$ cat src/rtl/debounced_inverter.sv
// debounced_inverter: per-channel switch conditioning for the board I/O path.
// Each channel has a two-flop synchroniser, a counter-based debouncer, a press
// toggle and a registered LED/press output stage. The output mode is shared by
// all channels: pass, invert, toggle-on-press and inverted toggle.
module debounced_inverter #(
  parameter int unsigned WIDTH           = 4,
  parameter int unsigned DEBOUNCE_CYCLES = 16,
  parameter int unsigned CNT_W           = 4
) (
  input  logic             clk,
  input  logic             rst_n,
  input  logic [WIDTH-1:0] switch,
  input  logic [1:0]       mode,
  output logic [WIDTH-1:0] LED,
  output logic [WIDTH-1:0] press
);

  typedef enum logic [1:0] {
    ModePass   = 2'b00,
    ModeInv    = 2'b01,
    ModeTog    = 2'b10,
    ModeTogInv = 2'b11
  } mode_e;

  // A new level is accepted on the edge where the counter already sits here.
  localparam logic [CNT_W-1:0] CntMax = CNT_W'(DEBOUNCE_CYCLES - 1);

  logic [WIDTH-1:0] sync1;
  logic [WIDTH-1:0] sync2;
  logic [WIDTH-1:0] db;
  logic [WIDTH-1:0] db_next;
  logic [WIDTH-1:0] tog;
  logic [WIDTH-1:0] tog_next;
  logic [WIDTH-1:0] rise;
  logic [WIDTH-1:0] led_next;
  logic [CNT_W-1:0] cnt      [WIDTH];
  logic [CNT_W-1:0] cnt_next [WIDTH];
  mode_e            mode_sel;

  // mode comes from a static or synchronous source, so it is used directly.
  assign mode_sel = mode_e'(mode);

  // Two-flop synchroniser for the raw asynchronous switch levels.
  always_ff @(posedge clk or negedge rst_n) begin
    if (!rst_n) begin
      sync1 <= '0;
      sync2 <= '0;
    end else begin
      sync1 <= switch;
      sync2 <= sync1;
    end
  end

  // Debounce next state: count consecutive disagreeing cycles, accept on the last one.
  always_comb begin
    db_next = db;
    rise    = '0;
    for (int i = 0; i < WIDTH; i++) begin
      cnt_next[i] = '0;
      if (sync2[i] != db[i]) begin
        if (cnt[i] == CntMax) begin
          db_next[i] = sync2[i];
          // Only a 0->1 acceptance counts as a press.
          rise[i]    = sync2[i];
        end else begin
          cnt_next[i] = cnt[i] + CNT_W'(1);
        end
      end
    end
  end

  // Toggle flips once per accepted press and survives mode changes.
  always_comb begin
    tog_next = tog ^ rise;
  end

  // Output selection from the values the state takes at this same edge.
  always_comb begin
    led_next = '0;
    unique case (mode_sel)
      ModePass:   led_next = db_next;
      ModeInv:    led_next = ~db_next;
      ModeTog:    led_next = tog_next;
      ModeTogInv: led_next = ~tog_next;
      default:    led_next = db_next;
    endcase
  end

  // Debouncer, toggle and output state registers.
  always_ff @(posedge clk or negedge rst_n) begin
    if (!rst_n) begin
      db    <= '0;
      tog   <= '0;
      LED   <= '0;
      press <= '0;
      for (int i = 0; i < WIDTH; i++) begin
        cnt[i] <= '0;
      end
    end else begin
      db    <= db_next;
      tog   <= tog_next;
      LED   <= led_next;
      press <= rise;
      for (int i = 0; i < WIDTH; i++) begin
        cnt[i] <= cnt_next[i];
      end
    end
  end

endmodule

$ cat config.mk
export PLATFORM = sky130hd
export DESIGN_NAME = debounced_inverter
export DESIGN_NICKNAME = d
export VERILOG_FILES = /design/src/rtl/debounced_inverter.sv
export SDC_FILE = /design/constraint.sdc
export NUM_CORES = 1
export LEC_CHECK = 0
export ABC_CLOCK_PERIOD_IN_PS = 4000
export CORE_MARGIN = 3
export CORE_UTILIZATION = 30
export CTS_BUF_LIST = sky130_fd_sc_hd__clkbuf_8
export CTS_CLUSTER_DIAMETER = 200
export CTS_CLUSTER_SIZE = 10
export DETAILED_ROUTE_END_ITERATION = 16
export GPL_ROUTABILITY_DRIVEN = 0
export PLACE_DENSITY = 0.58
export REMOVE_ABC_BUFFERS = 1
export SKIP_CTS_REPAIR_TIMING = 1
export SYNTH_ARGS = -nofsm -noshare
export SYNTH_HDL_FRONTEND = slang
export SYNTH_SLANG_ARGS = --single-unit
$ cat constraint.sdc
create_clock -name clk -period 4 [get_ports clk]
set_input_delay 0.4 -clock clk [delete_from_list [all_inputs] [get_ports clk]]
set_output_delay 0.4 -clock clk [all_outputs]
set_load 0.03 [all_outputs]
# Yosys cells after proc, flatten, opt, wreduce, memory -nomap -nowiden
# Index checks and enable logic that the tools add are counted.
word_totals:
  register_bits: 40
  latch_bits: 0
  ram_bits: 0
  romBits: 0
  inputBits: 8
  out_inout_bits: 8
  wordCells: 54
  mem_count: 0
op_classes:
  add_sub_neg: 4
  n_mul: 0
  n_div: 0
  order_cmp: 0
  eq_ne: 11
  shifts: 0
  n_mux: 25
  bitwise: 3
  reduce_logical: 1
ops:
  columns: ["op", "n"]
  rows:
  - ["2-to-1 mux 4 bit", 8]
  - ["adder 4 x 1 -> 4 bit (second input constant)", 4]
  - ["equality test 4 bit (second input constant)", 4]
  - ["2-to-1 mux 1 bit", 16]
  - ["case mux 4 bit (4 select lines)", 1]
  - ["NOT 4 bit", 2]
  - ["equality test 2 bit (second input constant)", 2]
  - ["!= test 1 bit", 4]
  - ["XOR 4 bit", 1]
  - ["equality test 2 x 1 -> 1 bit (second input constant)", 1]
  - ["logical NOT 2 bit", 1]

# Logic depth before layout (Yosys ltp)
# Gate-level depths: netlist of the first run.
logic_depth:
  word_depth: 6
  ltp_mapped: 5
  mapped_depth_nobuf: 5

# Worst setup path after synthesis of the first run
# No wires, ideal clock.
synth_timing:
  kind: "reg2reg"
  startpoint: "reg cnt[0] (netlist bit)"
  endpoint: "reg LED[3]"
  setup_time_ns: 0.122
  arrival_ns: 1.503
  required_ns: 3.878
  slack_ns: 2.375
  path_stages_with_launch: 6
  path_buffers: 0
  synth_period_minus_slack_ns: 1.625
  path_cell_list: "dfrtp_1 -> ha_1 -> nand3_2 -> mux2_4 -> a221o_1 -> xor2_1"
synth_via:
  word_cells_on_any_way: 9
  classes_between: "eq/ne (1); mux (5); bitwise (3)"
synth_rtl:
  columns: ["item", "line", "source"]
  rows:
  - ["start: declaration", "36", "logic [CNT_W-1:0] cnt [WIDTH];"]
  - ["start signal: indexed assignment", "105", "cnt[i] <= cnt_next[i];"]
  - ["equality test 4 bit *", "61", "if (cnt[i] == CntMax) begin"]
  - ["2-to-1 mux 1 bit *", "61", null]
  - ["2-to-1 mux 1 bit *", "60", "if (sync2[i] != db[i]) begin"]
  - ["via db_next[3]", "31", "logic [WIDTH-1:0] db_next;"]
  - ["NOT 4 bit", "82", "ModeInv: led_next = ~db_next;"]
  - ["case mux 4 bit (4 select lines) *", "80", "unique case (mode_sel)"]
  - ["via led_next[3]", "35", "logic [WIDTH-1:0] led_next;"]
  - ["end signal: assignment", "102", "LED <= led_next;"]
  - ["end: declaration", "14", "output logic [WIDTH-1:0] LED,"]
# The timed path passes the listed nets; every way through them passes the cells marked *.

# Final worst setup path of the first run
# Same ends and word-level chain as after synthesis.

==> impl_metrics.json, run 1 <==
{
  "status": "finished clean",
  "htreeDepth": 2,
  "antennaDiodeCount": 0,
  "rsz0062_at_grt": "no",
  "r2r_setup_slack_ns": 2.27,
  "vias_per_cell": 4.701,
  "max_stage_delay_ns": 0.42,
  "route.detailed.drc": 0,
  "vias": 1006,
  "start_kind": "register",
  "grt_overflow_total": 0,
  "initial_core_util_pct": 32.33,
  "hold_path_class": "input port to asynchronous set/reset pin",
  "pin_count": 16,
  "die-area_um2": 6238,
  "nFillCells": 503,
  "fin_setup_tns_ns": 0,
  "end_kind": "register",
  "tritoncts": "yes",
  "io_buffers": 15,
  "rr_endpoint": "LED[3]",
  "die_height_um": 78.98,
  "power.leakage_uw": 0.0008527,
  "worstMarginPinSlew_ns": 0.8558,
  "firstDrtPassIters": 4,
  "critPathSlowestCell": "dfrtp_1",
  "arrival_ns": 1.90,
  "sw_frac_of_total_pct": 22.87,
  "pwr-share-seq_pct": 57.6,
  "cts-buffers-inserted": 5,
  "p_sw_uw": 172.3,
  "maxCapViolCount": 0,
  "p_clk_share_pct": 35.6,
  "synth.area.top_cells": "dfrtp_1, xnor2_1, ha_1",
  "synth_area_um2": 1598,
  "slew_violations": 0,
  "worst-r2r-cell-count": 5,
  "cts.sinks": 40,
  "die_x_um": 78.98,
  "wl_per_cell_um": 12.17,
  "synthCells": 124,
  "final-hold-violation-count": 0,
  "root_buffer": "clkbuf_8",
  "drt_iter0_drc": 56,
  "path_cells": "ha_1 -> nand3_2 -> mux2_4 -> a221o_1 -> xor2_1",
  "grt_pass1_wl_um": 4685,
  "grt_max_degree": 41,
  "internal_power_uw": 581.2,
  "period_share_pct": 43.29,
  "ir_worst_vdd_v": 0.0002103,
  "drive_gt1_share_pct": 10.88,
  "synth-seq-area-share_pct": 62.65,
  "ys_types": 24,
  "pwr-share-comb_pct": 6.8,
  "path_clk_slew_ns": 0.07,
  "finalWirelength_um": 2605,
  "finClkSkew_ns": 0.004146,
  "worst-path-max-fanout": 4,
  "drtAntennaViolNets": 0,
  "area_growth_pct": 20.13,
  "nets": 158,
  "yosys_warnings": 0,
  "yosys.area.top_type": "dfrtp_1",
  "power.density_nw_per_um2": 392.6,
  "placed_cell_area_um2": 1827,
  "grt_antenna_before_repair": 0,
  "rows": 25,
  "final_area_um2": 1919,
  "clock_latency_ns": 0.28,
  "crit_type": "register to register",
  "hpwl_um": 1901,
  "max_slew_margin_pct": 42.95,
  "totalPowerFinal_uw": 753.5,
  "synth_top_area_share_pct": 62.65,
  "rr_startpoint": "cnt[0]",
  "syn_area_per_cell_um2": 12.89,
  "core_um2": 4942,
  "grt_pass1_vias": 1057,
  "max_freq_mhz": 577.5,
  "cts_buffer_depth": 2,
  "post-route-min-period_ns": 1.732,
  "cp.required_ns": 4.16,
  "finalSetupViolations": 0,
  "grt.total_usage_pct": 9.709,
  "ys_ff_latch": 40
}
[metrics by stage]
stage	std cells	hold WS (ns)	util, %	setup slack (ns)
5_1_grt	214	0.2832	38.84	2.164
4_1_cts	214	0.2555	38.84	2.250
6_report	214	0.2240	38.84	2.268
2_1_floorplan	124	0.1044	-	2.375
3_3_place_gp	206	0.3369	36.96	2.254
3_5_place_dp	206	0.3356	36.96	2.239
[registers in the layout (all words and copies together) (netlist names)]
signal  cells
sync1       4
db          4
press       4
tog         4
cnt        16
sync2       4
LED         4
[metal layers]
metal	share of wire [%]	wire (µm)	vias up	GRT usage (%)
li1	-	-	468	-
met2	52	1346	25	16.75
met4	1.9	50	0	3.780
met5	0	0	-	0
met1	42	1094	503	10.67
met3	4.4	114	10	3.855
[worst max-delay path by stage]
stage / slack, ns / startpoint / cells after the start / endpoint
2_1_floorplan: 2.38 / cnt[0] / 5 / LED[3]
3_3_place_gp: 2.25 / mode[1] / 4 / LED[0]
3_5_place_dp: 2.24 / mode[1] / 4 / LED[3]
4_1_cts: 2.25 / cnt[0] / 5 / LED[3]
5_1_grt: 2.16 / cnt[0] / 5 / LED[3]
6_report: 2.27 / cnt[0] / 5 / LED[3]
[power by group through the flow]
stage | combinational (µW) | sequential (µW) | clock, µW
after floorplan | 23.2 | 443 | 0
after global placement | 50.1 | 440 | 0
after detailed placement | 52.6 | 442 | 0
after CTS | 53.1 | 434 | 278
after global routing | 58.9 | 436 | 300
final | 51.6 | 434 | 268
[cells by family (layout without fill, tap and decap cells)]
logic type	Yosys count	after routing	synth area share, %
AND/OR/NAND/NOR	30	30	11.82
XOR/XNOR	16	16	8.770
multiplexers	3	3	2.349
adder cells (fa/ha/maj)	4	4	3.132
buffers and inverters	9	32	2.114
flip-flops	40	40	62.65
AO/OA/AOI/OAI	22	22	9.163
[cell usage in the layout (no fill, tap or decap), types with 5 or more instances in the layout]
| master | netlist | routed |
|---|---|---|
| a21oi_1 | 8 | 8 |
| inv_1 | 9 | 9 |
| clkbuf_8 | 0 | 6 |
| nor2_1 | 8 | 8 |
| dfrtp_1 | 40 | 40 |
| o21ai_0 | 6 | 6 |
| xnor2_1 | 11 | 11 |
| xor2_1 | 5 | 5 |
| clkdlybuf4s50_1 | 0 | 14 |
[synth_stat cells]
master / instances
dfrtp_1: 40
xnor2_1: 11
inv_1: 9
a21oi_1: 8
nor2_1: 8
o21ai_0: 6
xor2_1: 5
ha_1: 4
nand4b_1: 4
nor2b_1: 4
a221o_1: 3
nand2b_1: 3
nand3_2: 3
nor3b_1: 3
mux2_2: 2
nand3_1: 2
o211a_1: 2
a2bb2oi_1: 1
and3_1: 1
mux2_4: 1
nand4_1: 1
nor3_1: 1
o211a_2: 1
o211ai_1: 1
[layout make-up]
| type | instances | area, µm² | share of cell area [%] |
|---|---|---|---|
| inverters | 9 | 33.78 | 1.760 |
| repair buffers | 15 | 145.1 | 7.562 |
| clock inverters | 2 | 10.01 | 0.5215 |
| multi-input cells | 75 | 563.0 | 29.34 |
| clock buffers | 6 | 82.58 | 4.302 |
| flip-flops and latches | 40 | 1001 | 52.15 |
| well taps | 67 | 83.83 | 4.368 |
[critical path: cells and delay by family (launching register included)]
kind            cells  cell delay, ns
flops               1            0.42
compound gates      1            0.35
mux                 1            0.31
fa+ha+maj           1            0.26
xor+xnor            1            0.15
simple gates        1            0.12
Note: power is estimated with default switching activity, not from simulation.
==> run 2: changes to the inputs <==
Settings changed: ABC_CLOCK_PERIOD_IN_PS 4000 to 1700.
Clock period 4 ns to 1.7 ns, I/O delays scaled along.
==> impl_metrics.json, run 2 (same netlist as run 1, synthesis figures left out) <==
{
  "grt_overflow_total": 0,
  "power.leakage_uw": 0.0008949,
  "vias_per_cell": 4.469,
  "hpwl_um": 2048,
  "post-route-min-period_ns": 1.631,
  "path_clk_slew_ns": 0.08,
  "max_slew_margin_pct": 77.01,
  "finalWirelength_um": 2731,
  "final_common_cell": "dfrtp_1",
  "final_core_util_pct": 40.51,
  "start_kind": "register",
  "htreeDepth": 2,
  "initial_core_util_pct": 32.33,
  "end_kind": "register",
  "nets": 168,
  "nFillCells": 505,
  "largest_reg_flops": 16,
  "crit_type": "register to register",
  "cp.required_ns": 1.87,
  "fin_setup_tns_ns": 0,
  "wl_per_cell_um": 12.19,
  "grt_max_degree": 16,
  "cts.sinks": 40,
  "tritoncts": "yes",
  "cts_buffer_depth": 2,
  "die_height_um": 78.98,
  "finClkSkew_ns": 0.004335,
  "maxCapViolCount": 0,
  "final-hold-violation-count": 0,
  "firstDrtPassIters": 4,
  "hold_path_class": "input port to asynchronous set/reset pin",
  "largest_register": "cnt",
  "drtAntennaViolNets": 0,
  "arrival_ns": 1.80,
  "ir_worst_vdd_v": 0.0005184,
  "area_growth_pct": 25.29,
  "io_buffers": 15,
  "worstMarginPinSlew_ns": 0.3424,
  "rsz0062_at_grt": "no",
  "status": "finished clean",
  "final_cell_mix": "dfrtp_1, clkdlybuf4s50_1, xnor2_1",
  "finalSetupViolations": 0,
  "power.density_nw_per_um2": 896.1,
  "clock_latency_ns": 0.29,
  "dp_cells": 215,
  "layoutNonFillerInstCount": 224,
  "route.detailed.drc": 0,
  "cts-buffers-inserted": 5,
  "antennaDiodeCount": 0,
  "pin_count": 16,
  "grt.total_usage_pct": 10.25,
  "root_buffer": "clkbuf_8",
  "vias": 1001,
  "period_share_pct": 95.94,
  "path_cells": "ha_1 -> nand3_2 -> mux2_4 -> a221o_1 -> xor2_1",
  "worst-path-max-fanout": 3,
  "core_um2": 4942,
  "die_x_um": 78.98,
  "die-area_um2": 6238,
  "slew_violations": 0,
  "drive_gt1_share_pct": 17.20,
  "rows": 25,
  "grt_pass1_vias": 1131,
  "drt_iter0_drc": 55,
  "holdWs_ns": 0.2794,
  "critPathSlowestCell": "dfrtp_1",
  "max_freq_mhz": 613.1,
  "max_stage_delay_ns": 0.41,
  "grt_pass1_wl_um": 4961,
  "grt_antenna_before_repair": 0
}
run 2: where the power goes:
part	leakage [µW]	switching (µW)	internal [µW]
sequential	0.000521	29.4	989
combinational	0.000323	71.2	67.6
clock	0.0000510	314	324
total	0.000895	414	1380
run 2: worst paths after layout:
| kind | startpoint | to | slack (ns) | cells after the start |
|---|---|---|---|---|
| worst min-delay path | rst_n | cnt[0] | 0.28 | 2 |
| worst min register to register | sync1[1] | sync2[1] | 0.35 | 0 |
| worst max register to register | cnt[1] | LED[3] | 0.07 | 5 |
| min in group clk | switch[0] | sync1[0] | 0.31 | 1 |
| worst max-delay path | cnt[1] | LED[3] | 0.07 | 5 |
| max in group asynchronous | rst_n | press[1] | 0.93 | 3 |
run 2: final cells by class:
cell class | count | area [µm²] | area share [%]
repair buffers | 25 | 222.7 | 11.13
well taps | 67 | 83.83 | 4.188
clock buffers | 6 | 82.58 | 4.125
flip-flops and latches | 40 | 1001 | 50.00
clock inverters | 2 | 10.01 | 0.5000
multi-input cells | 75 | 568.0 | 28.38
inverters | 9 | 33.78 | 1.688
run 2: worst max-delay path, delay by kind of cell (launching register included):
family | cells | cell delay, ns
and+or+nand+nor | 1 | 0.08
AOI/OAI and AO/OA | 1 | 0.35
xor gates and xnor gates | 1 | 0.14
muxes | 1 | 0.30
DFF | 1 | 0.41
adders and majority gates | 1 | 0.22
run 2: per-layer routing:
metal	wire (µm)	vias up	GRT usage, %	share of wire [%]
met4	55	0	7.045	2.0
met1	1278	493	12.37	47
met2	1322	12	15.74	48
met3	75	4	2.948	2.7
met5	0	-	0	0
li1	-	492	-	-
run 2: stage by stage:
stage | area, µm² | total power, µW | setup slack [ns]
3_3_place_gp | 1894 | 1166 | 0.08812
2_1_floorplan | 1598 | 1097 | 0.07530
6_report | 2002 | 1794 | 0.06898
3_5_place_dp | 1894 | 1176 | 0.04866
4_1_cts | 1987 | 1826 | 0.03836
5_1_grt | 2002 | 1894 | 0.03317
